[src/rtl/fp_pkg.sv]
// Shared definitions for the single-precision normalize/round/pack back end:
// field widths, the mantissa and exponent widths used between stages, the
// special encodings and the control state encoding.
package fp_pkg;

  localparam int FRACTION = 23;
  localparam int EXPONENT = 8;
  localparam int BIAS     = 127;

  // Mantissa layout, MSB down: carry, hidden, fraction, G, R, S.
  localparam int MW   = FRACTION + 5;
  // Signed biased exponent width at the interface.
  localparam int EW   = EXPONENT + 2;
  // Internal exponent width; two extra bits so increments never wrap.
  localparam int XW   = EW + 2;
  // Significand width seen by the rounder (hidden bit plus fraction).
  localparam int SIGW = FRACTION + 1;

  localparam int          EXP_MAX = 2 * BIAS + 1;
  localparam logic [31:0] QNAN    = 32'h7FC0_0000;

  typedef enum logic [2:0] {
    IDLE,
    SPECIAL,
    NORM,
    ROUND,
    DONE
  } fsmState;

  // Assemble an IEEE-754 single-precision word from its three fields.
  function automatic logic [31:0] packWord(
    input logic                sign,
    input logic [EXPONENT-1:0] expField,
    input logic [FRACTION-1:0] fracField
  );
    return {sign, expField, fracField};
  endfunction

endpackage

[src/rtl/fp_round_rne.sv]
// Round-to-nearest-even on a significand with its guard/round/sticky bits.
// Purely combinational; the caller handles the carry-out renormalization.
module fp_round_rne
  import fp_pkg::*;
(
  input  logic [SIGW-1:0] sigIn,
  input  logic [2:0]      grs,
  output logic [SIGW-1:0] sigOut,
  output logic            carryOut,
  output logic            inexact
);

  logic            roundUp;
  logic [SIGW:0]   sum;

  // Increment when above half, or exactly half with an odd LSB.
  always_comb begin
    roundUp  = grs[2] & (grs[1] | grs[0] | sigIn[0]);
    sum      = {1'b0, sigIn} + {{SIGW{1'b0}}, roundUp};
    sigOut   = sum[SIGW-1:0];
    carryOut = sum[SIGW];
    inexact  = |grs;
  end

endmodule

[src/rtl/fp_normalize_pack.sv]
// Normalizes an unpacked FP result one shift per cycle, rounds it to nearest
// even and packs it into an IEEE-754 single-precision word, with valid/ready
// handshakes on both sides and a single operation in flight.
// Build option: define FP_DENORM_EN to produce subnormal results; without it
// tiny nonzero results are flushed to signed zero with underflow and inexact.
module fp_normalize_pack
  import fp_pkg::*;
(
  input  logic          clk,
  input  logic          rst,
  input  logic          in_valid,
  output logic          in_ready,
  input  logic          in_sign,
  input  logic [EW-1:0] in_exp,
  input  logic [MW-1:0] in_mant,
  input  logic          in_nan,
  input  logic          in_inf,
  output logic          out_valid,
  input  logic          out_ready,
  output logic [31:0]   out_result,
  output logic          out_overflow,
  output logic          out_underflow,
  output logic          out_inexact
);

  localparam logic signed [XW-1:0] EXP_ONE    = XW'(1);
  localparam logic signed [XW-1:0] TINY_LIMIT = XW'(-MW);
  localparam logic signed [XW-1:0] EXP_OVF    = XW'(EXP_MAX);

  fsmState                state;
  logic                   signR;
  logic signed [XW-1:0]   expR;
  logic [MW-1:0]          mantR;
  logic                   isNanR;
  logic                   isInfR;
  logic                   tinyR;

  logic signed [XW-1:0]   expInExt;
  logic                   tinyIn;

  logic [MW-1:0]          normMant;
  logic signed [XW-1:0]   normExp;
  logic                   normGoRound;

  logic [SIGW-1:0]        rndSig;
  logic                   rndCarry;
  logic                   rndInexact;

  logic [SIGW-1:0]        sigFinal;
  logic signed [XW-1:0]   expFinal;
  logic [31:0]            roundWord;
  logic                   roundOv;
  logic                   roundUf;
  logic                   roundInx;
  logic [31:0]            specialWord;

  assign in_ready = (state == IDLE);

  // Sign-extend the incoming exponent and spot operands far below the
  // smallest subnormal, which collapse straight to a sticky-only mantissa.
  always_comb begin
    expInExt = {{(XW-EW){in_exp[EW-1]}}, in_exp};
    tinyIn   = (expInExt <= TINY_LIMIT);
  end

  // One normalization step: decide the next mantissa/exponent or hand off.
  always_comb begin
    normMant    = mantR;
    normExp     = expR;
    normGoRound = 1'b0;
    if (tinyR) begin
      normMant = {{(MW-1){1'b0}}, |mantR};
      normExp  = EXP_ONE;
    end else if (mantR[MW-1] || (expR < EXP_ONE)) begin
      normMant = {1'b0, mantR[MW-1:2], mantR[1] | mantR[0]};
      normExp  = expR + EXP_ONE;
    end else if (mantR == '0) begin
      normGoRound = 1'b1;
    end else if (!mantR[MW-2] && (expR > EXP_ONE)) begin
      normMant = {mantR[MW-2:0], 1'b0};
      normExp  = expR - EXP_ONE;
    end else begin
      normGoRound = 1'b1;
    end
  end

  fp_round_rne uRound (
    .sigIn    (mantR[MW-2:3]),
    .grs      (mantR[2:0]),
    .sigOut   (rndSig),
    .carryOut (rndCarry),
    .inexact  (rndInexact)
  );

  // Finish rounding: renormalize on carry, then classify and pack.
  always_comb begin
    sigFinal  = rndCarry ? {1'b1, rndSig[SIGW-1:1]} : rndSig;
    expFinal  = rndCarry ? (expR + EXP_ONE) : expR;
    roundWord = packWord(signR, '0, '0);
    roundOv   = 1'b0;
    roundUf   = 1'b0;
    roundInx  = 1'b0;
    if (mantR == '0) begin
      roundWord = packWord(signR, '0, '0);
    end else if (expFinal >= EXP_OVF) begin
      roundWord = packWord(signR, '1, '0);
      roundOv   = 1'b1;
      roundInx  = 1'b1;
    end else if (sigFinal[SIGW-1]) begin
      roundWord = packWord(signR, expFinal[EXPONENT-1:0], sigFinal[FRACTION-1:0]);
      roundInx  = rndInexact;
    end else begin
`ifdef FP_DENORM_EN
      roundWord = packWord(signR, '0, sigFinal[FRACTION-1:0]);
      roundInx  = rndInexact;
      roundUf   = (|sigFinal[FRACTION-1:0]) & rndInexact;
`else
      roundWord = packWord(signR, '0, '0);
      roundInx  = 1'b1;
      roundUf   = 1'b1;
`endif
    end
  end

  // NaN wins over infinity; infinity keeps the operand sign.
  always_comb begin
    specialWord = isNanR ? QNAN : packWord(signR, '1, '0);
  end

  // Control FSM with registered outputs and operand registers.
  always_ff @(posedge clk) begin
    if (rst) begin
      state         <= IDLE;
      signR         <= 1'b0;
      expR          <= '0;
      mantR         <= '0;
      isNanR        <= 1'b0;
      isInfR        <= 1'b0;
      tinyR         <= 1'b0;
      out_valid     <= 1'b0;
      out_result    <= '0;
      out_overflow  <= 1'b0;
      out_underflow <= 1'b0;
      out_inexact   <= 1'b0;
    end else begin
      case (state)
        IDLE: begin
          if (in_valid) begin
            signR  <= in_sign;
            expR   <= expInExt;
            mantR  <= in_mant;
            isNanR <= in_nan;
            isInfR <= in_inf;
            tinyR  <= tinyIn & ~(in_nan | in_inf);
            state  <= (in_nan | in_inf) ? SPECIAL : NORM;
          end
        end
        SPECIAL: begin
          out_result    <= specialWord;
          out_overflow  <= 1'b0;
          out_underflow <= 1'b0;
          out_inexact   <= 1'b0;
          out_valid     <= 1'b1;
          state         <= DONE;
        end
        NORM: begin
          tinyR <= 1'b0;
          if (normGoRound) begin
            state <= ROUND;
          end else begin
            mantR <= normMant;
            expR  <= normExp;
          end
        end
        ROUND: begin
          out_result    <= roundWord;
          out_overflow  <= roundOv;
          out_underflow <= roundUf;
          out_inexact   <= roundInx;
          out_valid     <= 1'b1;
          state         <= DONE;
        end
        DONE: begin
          if (out_ready) begin
            out_valid <= 1'b0;
            state     <= IDLE;
          end
        end
        default: begin
          state     <= IDLE;
          out_valid <= 1'b0;
        end
      endcase
    end
  end

  // isInfR only steers the SPECIAL path decision taken at accept time; keep
  // it observable so the operand record stays complete.
  logic unusedInf;
  assign unusedInf = isInfR;

endmodule

[config.mk]
export PLATFORM = sky130hd
export DESIGN_NAME = fp_normalize_pack
export DESIGN_NICKNAME = d
export VERILOG_FILES = /design/src/rtl/fp_pkg.sv /design/src/rtl/fp_round_rne.sv /design/src/rtl/fp_normalize_pack.sv
export SDC_FILE = /design/constraint.sdc
export NUM_CORES = 1
export LEC_CHECK = 0
export CAP_MARGIN = 10
export CORE_ASPECT_RATIO = 0.8
export CORE_MARGIN = 2
export CORE_UTILIZATION = 40
export DETAILED_ROUTE_END_ITERATION = 8
export DONT_BUFFER_PORTS = 1
export PLACE_DENSITY = 0.63
export RECOVER_POWER = 50
export SLEW_MARGIN = 20
export SYNTH_ARGS = -nofsm -noshare
export SYNTH_HDL_FRONTEND = slang
export SYNTH_HIERARCHICAL = 1
export SYNTH_SLANG_ARGS = --single-unit
[constraint.sdc]
create_clock -name clk -period 2.9 [get_ports clk]
set_input_delay 0.145 -clock clk [delete_from_list [all_inputs] [get_ports clk]]
set_output_delay 0.145 -clock clk [all_outputs]
set_load 0.01 [all_outputs]
; Yosys cells after proc, flatten, opt, wreduce, memory -nomap -nowiden
; Index checks and enable logic that the tools add are counted.
; W data, S select, Z words.
[classes]
n_lt_le_gt_ge = 4
mux = 45
bitwise = 7
reduce_logical = 16
n_eq_ne = 10
n_addsub = 3
[op_table]
columns = op, count
row1 = $mux W28, 6
row2 = $mux W31, 3
row3 = $mux W12, 7
row4 = $pmux W32 S2, 1
row5 = $pmux W28 S2, 1
row6 = $mux W32, 1
row7 = $logic_not A28 Y1, 1
row8 = $reduce_or A28 Y1, 1
row9 = $add A24 B1 Y25, 1
row10 = $mux W24, 1
row11 = $pmux W12 S2, 1
row12 = $mux W1, 14
row13 = $add A12 B2 Y12 const B, 1
row14 = $ge A12 B9 Y1 const B, 1
row15 = $gt A12 B2 Y1 const B, 1
row16 = $lt A12 B2 Y1 const B, 1
row17 = $pmux W3 S4, 1
row18 = $sub A12 B2 Y12 const B, 1
row19 = $le A10 B6 Y1 const B, 1
row20 = $mux W3, 3
row21 = $ne A2 B2 Y1 const B, 4
row22 = $ne A4 B4 Y1 const B, 2
row23 = $pmux W1 S2, 4
row24 = $eq A3 B2 Y1 const B, 2
row25 = other kinds (17), 25
[word_totals]
elab_cells = 96
reg_bits = 82
out_inout_bits = 37

; Longest topological paths before layout
[logic_depth]
depth_word = 9
mapped_depth = 13

; By module
; Netlist, hierarchy kept.
[modules_own_cells]
columns = mod, n_inst, cells_per_inst, area_each_um2
row1 = fp_normalize_pack, 1, 626, 4747.1
row2 = fp_round_rne, 1, 67, 479.2

; Worst setup path after synthesis
; OpenSTA, ideal clock, no wires.
[synth_path]
path_type = reg-to-reg
from = reg mantR[2]
to = reg out_result[11]
period_less_slack_ns = 2.994
path_stages_with_launch = 11
slack_ns = -0.094
required_ns = 2.785
setup_time_ns = 0.115
t_arrival_ns = 2.879
path_cell_list = dfxtp_1 -> and2_1 -> ha_1 -> nand3_1 -> nor4_4 -> and3_1 -> clkbuf_1 -> clkbuf_1 -> clkbuf_1 -> mux2i_1 -> o21ai_2
[synth_between]
elab_chain_len = 7
word_cells_on_any_way = 10
[synth_rtl]
columns = item, line
row1 = start: declaration, fp_normalize_pack.sv:33  ; logic [MW-1:0] mantR;
row2 = start signal: assignment, fp_normalize_pack.sv:151  ; mantR <= in_mant;
row3 = start signal: assignment, fp_normalize_pack.sv:171  ; mantR <= normMant;
row4 = $and A1 B1 Y1 *, fp_round_rne.sv:18  ; roundUp = grs[2] & (grs[1] | grs[0] | sigIn[0]);
row5 = $add A24 B1 Y25 *, fp_round_rne.sv:19  ; sum = {1'b0, sigIn} + {{SIGW{1'b0}}, roundUp};
row6 = via rndCarry, fp_normalize_pack.sv:46  ; logic rndCarry;
row7 = $mux W12 or $mux W24 (tied branches), "fp_normalize_pack.sv:98, fp_normalize_pack.sv:97"
row8 = $ge A12 B9 Y1 or $mux W31 (tied branches), "fp_normalize_pack.sv:105, fp_normalize_pack.sv:109"
row9 = $mux W31 *, fp_normalize_pack.sv:105  ; end else if (expFinal >= EXP_OVF) begin
row10 = $mux W31 *, fp_normalize_pack.sv:103  ; if (mantR == '0) begin
row11 = $pmux W32 S2 *, fp_normalize_pack.sv:146  ; case (state)
row12 = end signal: assignment, fp_normalize_pack.sv:159  ; out_result <= specialWord;
row13 = end signal: assignment, fp_normalize_pack.sv:176  ; out_result <= roundWord;
row14 = end: declaration, fp_normalize_pack.sv:20  ; output logic [31:0] out_result,
; The timed path passes the listed nets; every way through them passes the cells marked *.
; A chain may end at the register's enable or synchronous reset.

; Worst setup path after layout
[layout_path]
from = reg mantR[3]
to = reg out_result[8]
[layout_between]
elab_chain_len = 8
word_cells_on_any_way = 11
[layout_rtl]
columns = item, line
row1 = $or A1 B1 Y1, fp_round_rne.sv:18
row2 = $and A1 B1 Y1, fp_round_rne.sv:18
row3 = $add A24 B1 Y25 *, fp_round_rne.sv:19
row4 = via rndCarry, fp_normalize_pack.sv:46
row5 = $mux W12 or $mux W24 (tied branches), "fp_normalize_pack.sv:98, fp_normalize_pack.sv:97"
row6 = $ge A12 B9 Y1 or $mux W31 (tied branches), "fp_normalize_pack.sv:105, fp_normalize_pack.sv:109"
row7 = $mux W31 *, fp_normalize_pack.sv:105
row8 = $mux W31 *, fp_normalize_pack.sv:103
row9 = $pmux W32 S2 *, fp_normalize_pack.sv:146
; Marked as above.

==> flow_summary.yaml <==
status:
  status: "finished, final reports clean"
logic_synthesis:
  ys.flop_type: "dfxtp_1"
  ys_async_sr_fraction: 0
  syn_area_um2: 5230
  netlist.area_leader.share: 0.314
  syn-instance-count: 693
  yosysWarnings: 6
  ys_ff_latch: 82
  synth_cell_types: 68
  seq_area_frac_synth: 0.314
  synth_top_area_cell: "dfxtp_1"
  avgSynthCellArea_um2: 7.54
  synth_fp_nets: 742
  synth_edf_count: 0
  synthTopCellsByArea: "dfxtp_1 (31%), nand2_1 (9.6%), mux2i_1 (5.0%)"
floorplan:
  fp.dieArea_um2: 14000
  initial_core_util: 0.408
  core_um2: 12800
  io_pins: 82
  core.rowCount: 37
  die_h_um: 106
  die_x_um: 132
route:
  route.detailed.drc: 0
  wl_per_cell_um: 18.7
  drt-initial-drc-count: 487
  drtPass1Iterations: 5
  vias: 5392
  routed_wl_mm: 16.5
  ant_nets: 0
  drt-vias-per-instance: 6.13
critical_path:
  end_kind: "flip-flop"
  rrSetupSlack_ns: 0.17
  critPathLaunchType: "flip-flop"
  crit_fanout: 22
  worst_path_largest_cell_delay_ns: 0.46
  cp.arrival_ns: 2.97
  crit_chain: "and2_1, ha_1, nand3_1, nor4_4, and3_2, nand3_1, nor4_2, a41oi_1, o32a_2, nand3_2, buf_12, o21ai_0"
  cp_top_family: "simple AND/OR/NAND/NOR gates"
  path_class: "reg2reg"
  slowest_stage: "o32a_2"
  required_ns: 3.14
  timing.critical_path.mode_cell: "nand3_1"
  cp_num_buf_inv: 1
cells_and_area:
  drive_above_1_share: 0.146
  num-nets-final: 748
  nFillCells: 1307
  antenna_cells: 0
  areaGrowthSynthToFinish_pct: 13.6
timing:
  period_minus_slack_ns: 2.73
  hold_viol: 0
  tightest_slew_ns: 0.691
  setup_violations: 0
  rsz0062_at_grt: "false"
  setup_tns_ns: 0
  fmax_ghz: 0.366
  maxSlewViolCount: 0
  clock_skew_ns: 0.00629
  period_share: 0.942
  relSlewSlack: 0.539
clocking:
  worstSkewPairLatency_ns: 0.35
  cts.clk_slew.worst_paths_ns: 0.07
  clockBufferDepth: 2
  cts_setup_buffers: 0
  cts_made_buffers: 9
  cts_max_level: 3
  root_buffer: "clkbuf_16"
  tritoncts: "done"
  clock-sinks: 82
pwr:
  leakage_uw: 0.00219
  power_uw: 3360
  power.density_nw_per_um2: 566
  irDropWorstVdd_mv: 0.362
global_route:
  grt_max_degree: 57
  gr-total-overflow: 0
  first_global_vias: 4897
  top_usage_layer: "met1"
  gr-usage-met2: 0.335
  grt_pass1_wl_mm: 26.8
  grt_usage: 0.240
  met3_usage: 0.0911
  grtUsageMet1: 0.341
  antenna_found_initial: 0
placed_design:
  dp_hpwl_mm: 11.9
  port_buffers: 0
  finalWeightedCongestion: 0.973
flow_run:
  drv_cap: 0
worst_hold_path:
  worstHoldPathType: "in2reg"
## path summary, 6_finish.rpt
| kind | from | end | cells after the start |
|---|---|---|---|
| setup / recovery | mantR[3] | out_result[8] | 12 |
| hold / removal | in_exp[8] | expR[8] | 2 |
| setup reg to reg | mantR[3] | out_result[8] | 12 |
| hold reg to reg | signR | signR | 2 |
## worst register-to-register path, delay by kind of cell, from the launching register on
kind	cells	cell delay, ns
adder cells (fa/ha/maj)	1	0.19
AND/OR/NAND/NOR	7	1.26
flip-flops	1	0.33
AO/OA/AOI/OAI	3	0.68
buffers and inverters	1	0.18
## synth_stat cells (all sizes together) (2+ instances only)
cell,n
a21oi,36
a22oi,2
o32a,2
o21a,3
xor2,6
a31o,2
nand2b,7
or4,3
o22ai,5
and4,2
mux2i,26
or3,2
xnor2,21
a311oi,3
and2,2
ha,4
nor2b,5
a31oi,5
o221ai,3
o31ai,2
nor2,60
buf,20
and3,11
o31a,2
nand2,133
nor3b,3
a41oi,3
dfxtp,82
nor3,44
clkbuf,38
nand4,12
nor4,13
o21ai,47
o32ai,3
a221oi,29
inv,9
nand3,20
a211oi,5
## cells in the final DEF, fill, tap and decap left out, types with 10 or more instances in the layout
cell type and count:
o21ai_0 25, nor2_1 59, nand3_1 18, nor3_1 43, buf_4 43, mux2i_1 26, dfxtp_1 82, o21ai_2 20
a221oi_1 29, xnor2_1 21, and3_1 10, nand2_1 133, a21oi_1 36
## per-stage QoR
step / hold slack, ns / cell area (um^2) / util / cells / worst slack (ns)
2_1_floorplan: 0.292 / 5230 / - / 693 / 0.0290
3_3_place_gp: 0.221 / 5570 / 0.434 / 857 / 0.232
3_5_place_dp: 0.224 / 5570 / 0.434 / 857 / 0.0127
4_1_cts: 0.00915 / 5930 / 0.462 / 879 / 0.142
5_1_grt: 0.0282 / 5940 / 0.463 / 879 / 0.0145
6_report: 0.0167 / 5940 / 0.463 / 879 / 0.167
## area by class of cell
type | instances | area (um^2) | share of cell area
Multi-Input combinational cell | 544 | 3310 | 0.558
Inverter | 9 | 33.8 | 0.00569
Clock buffer | 10 | 239 | 0.0403
Timing Repair Buffer | 53 | 442 | 0.0744
Sequential cell | 82 | 1640 | 0.277
Clock inverter | 6 | 50.0 | 0.00843
Tap cell | 175 | 219 | 0.0369
## flip-flops by register name, summed over array words and instances, names as in the netlist
signal,flops
out_result,32
mantR,28
out_overflow,1
isNanR,1
out_inexact,1
signR,1
out_valid,1
state,3
tinyR,1
out_underflow,1
expR,12
## layer usage
| layer | vias up | wire length, um |
|---|---|---|
| met5 | - | 0 |
| met4 | 0 | 277 |
| met3 | 23 | 2090 |
| met2 | 277 | 6650 |
| met1 | 2567 | 7460 |
| li1 | 2525 | - |
## where the power goes
| group | switching (uW) | internal [uW] | total, uW |
|---|---|---|---|
| clock network | 510 | 614 | 1120 |
| registers | 91.8 | 1210 | 1300 |
| logic | 594 | 345 | 939 |
| total | 1200 | 2170 | 3360 |
## kinds of logic (layout without fill, tap and decap cells)
kind of cell / Yosys count / in the layout / synth area share
compound gates: 164 / 164 / 0.225
xor+xnor: 27 / 27 / 0.0452
fa+ha+maj: 4 / 4 / 0.00958
buf+inv: 67 / 78 / 0.0555
flops: 82 / 82 / 0.314
mux: 27 / 27 / 0.0520
simple gates: 322 / 322 / 0.299
## repair_timing
item	in CTS	in global routing
gates resized for setup	1	3
hold buffers	6	0
setup endpoints to repair	2	28
endpoints found under the hold margin	50	0
pin swaps	0	0
Power figures use the tool's default switching activity.
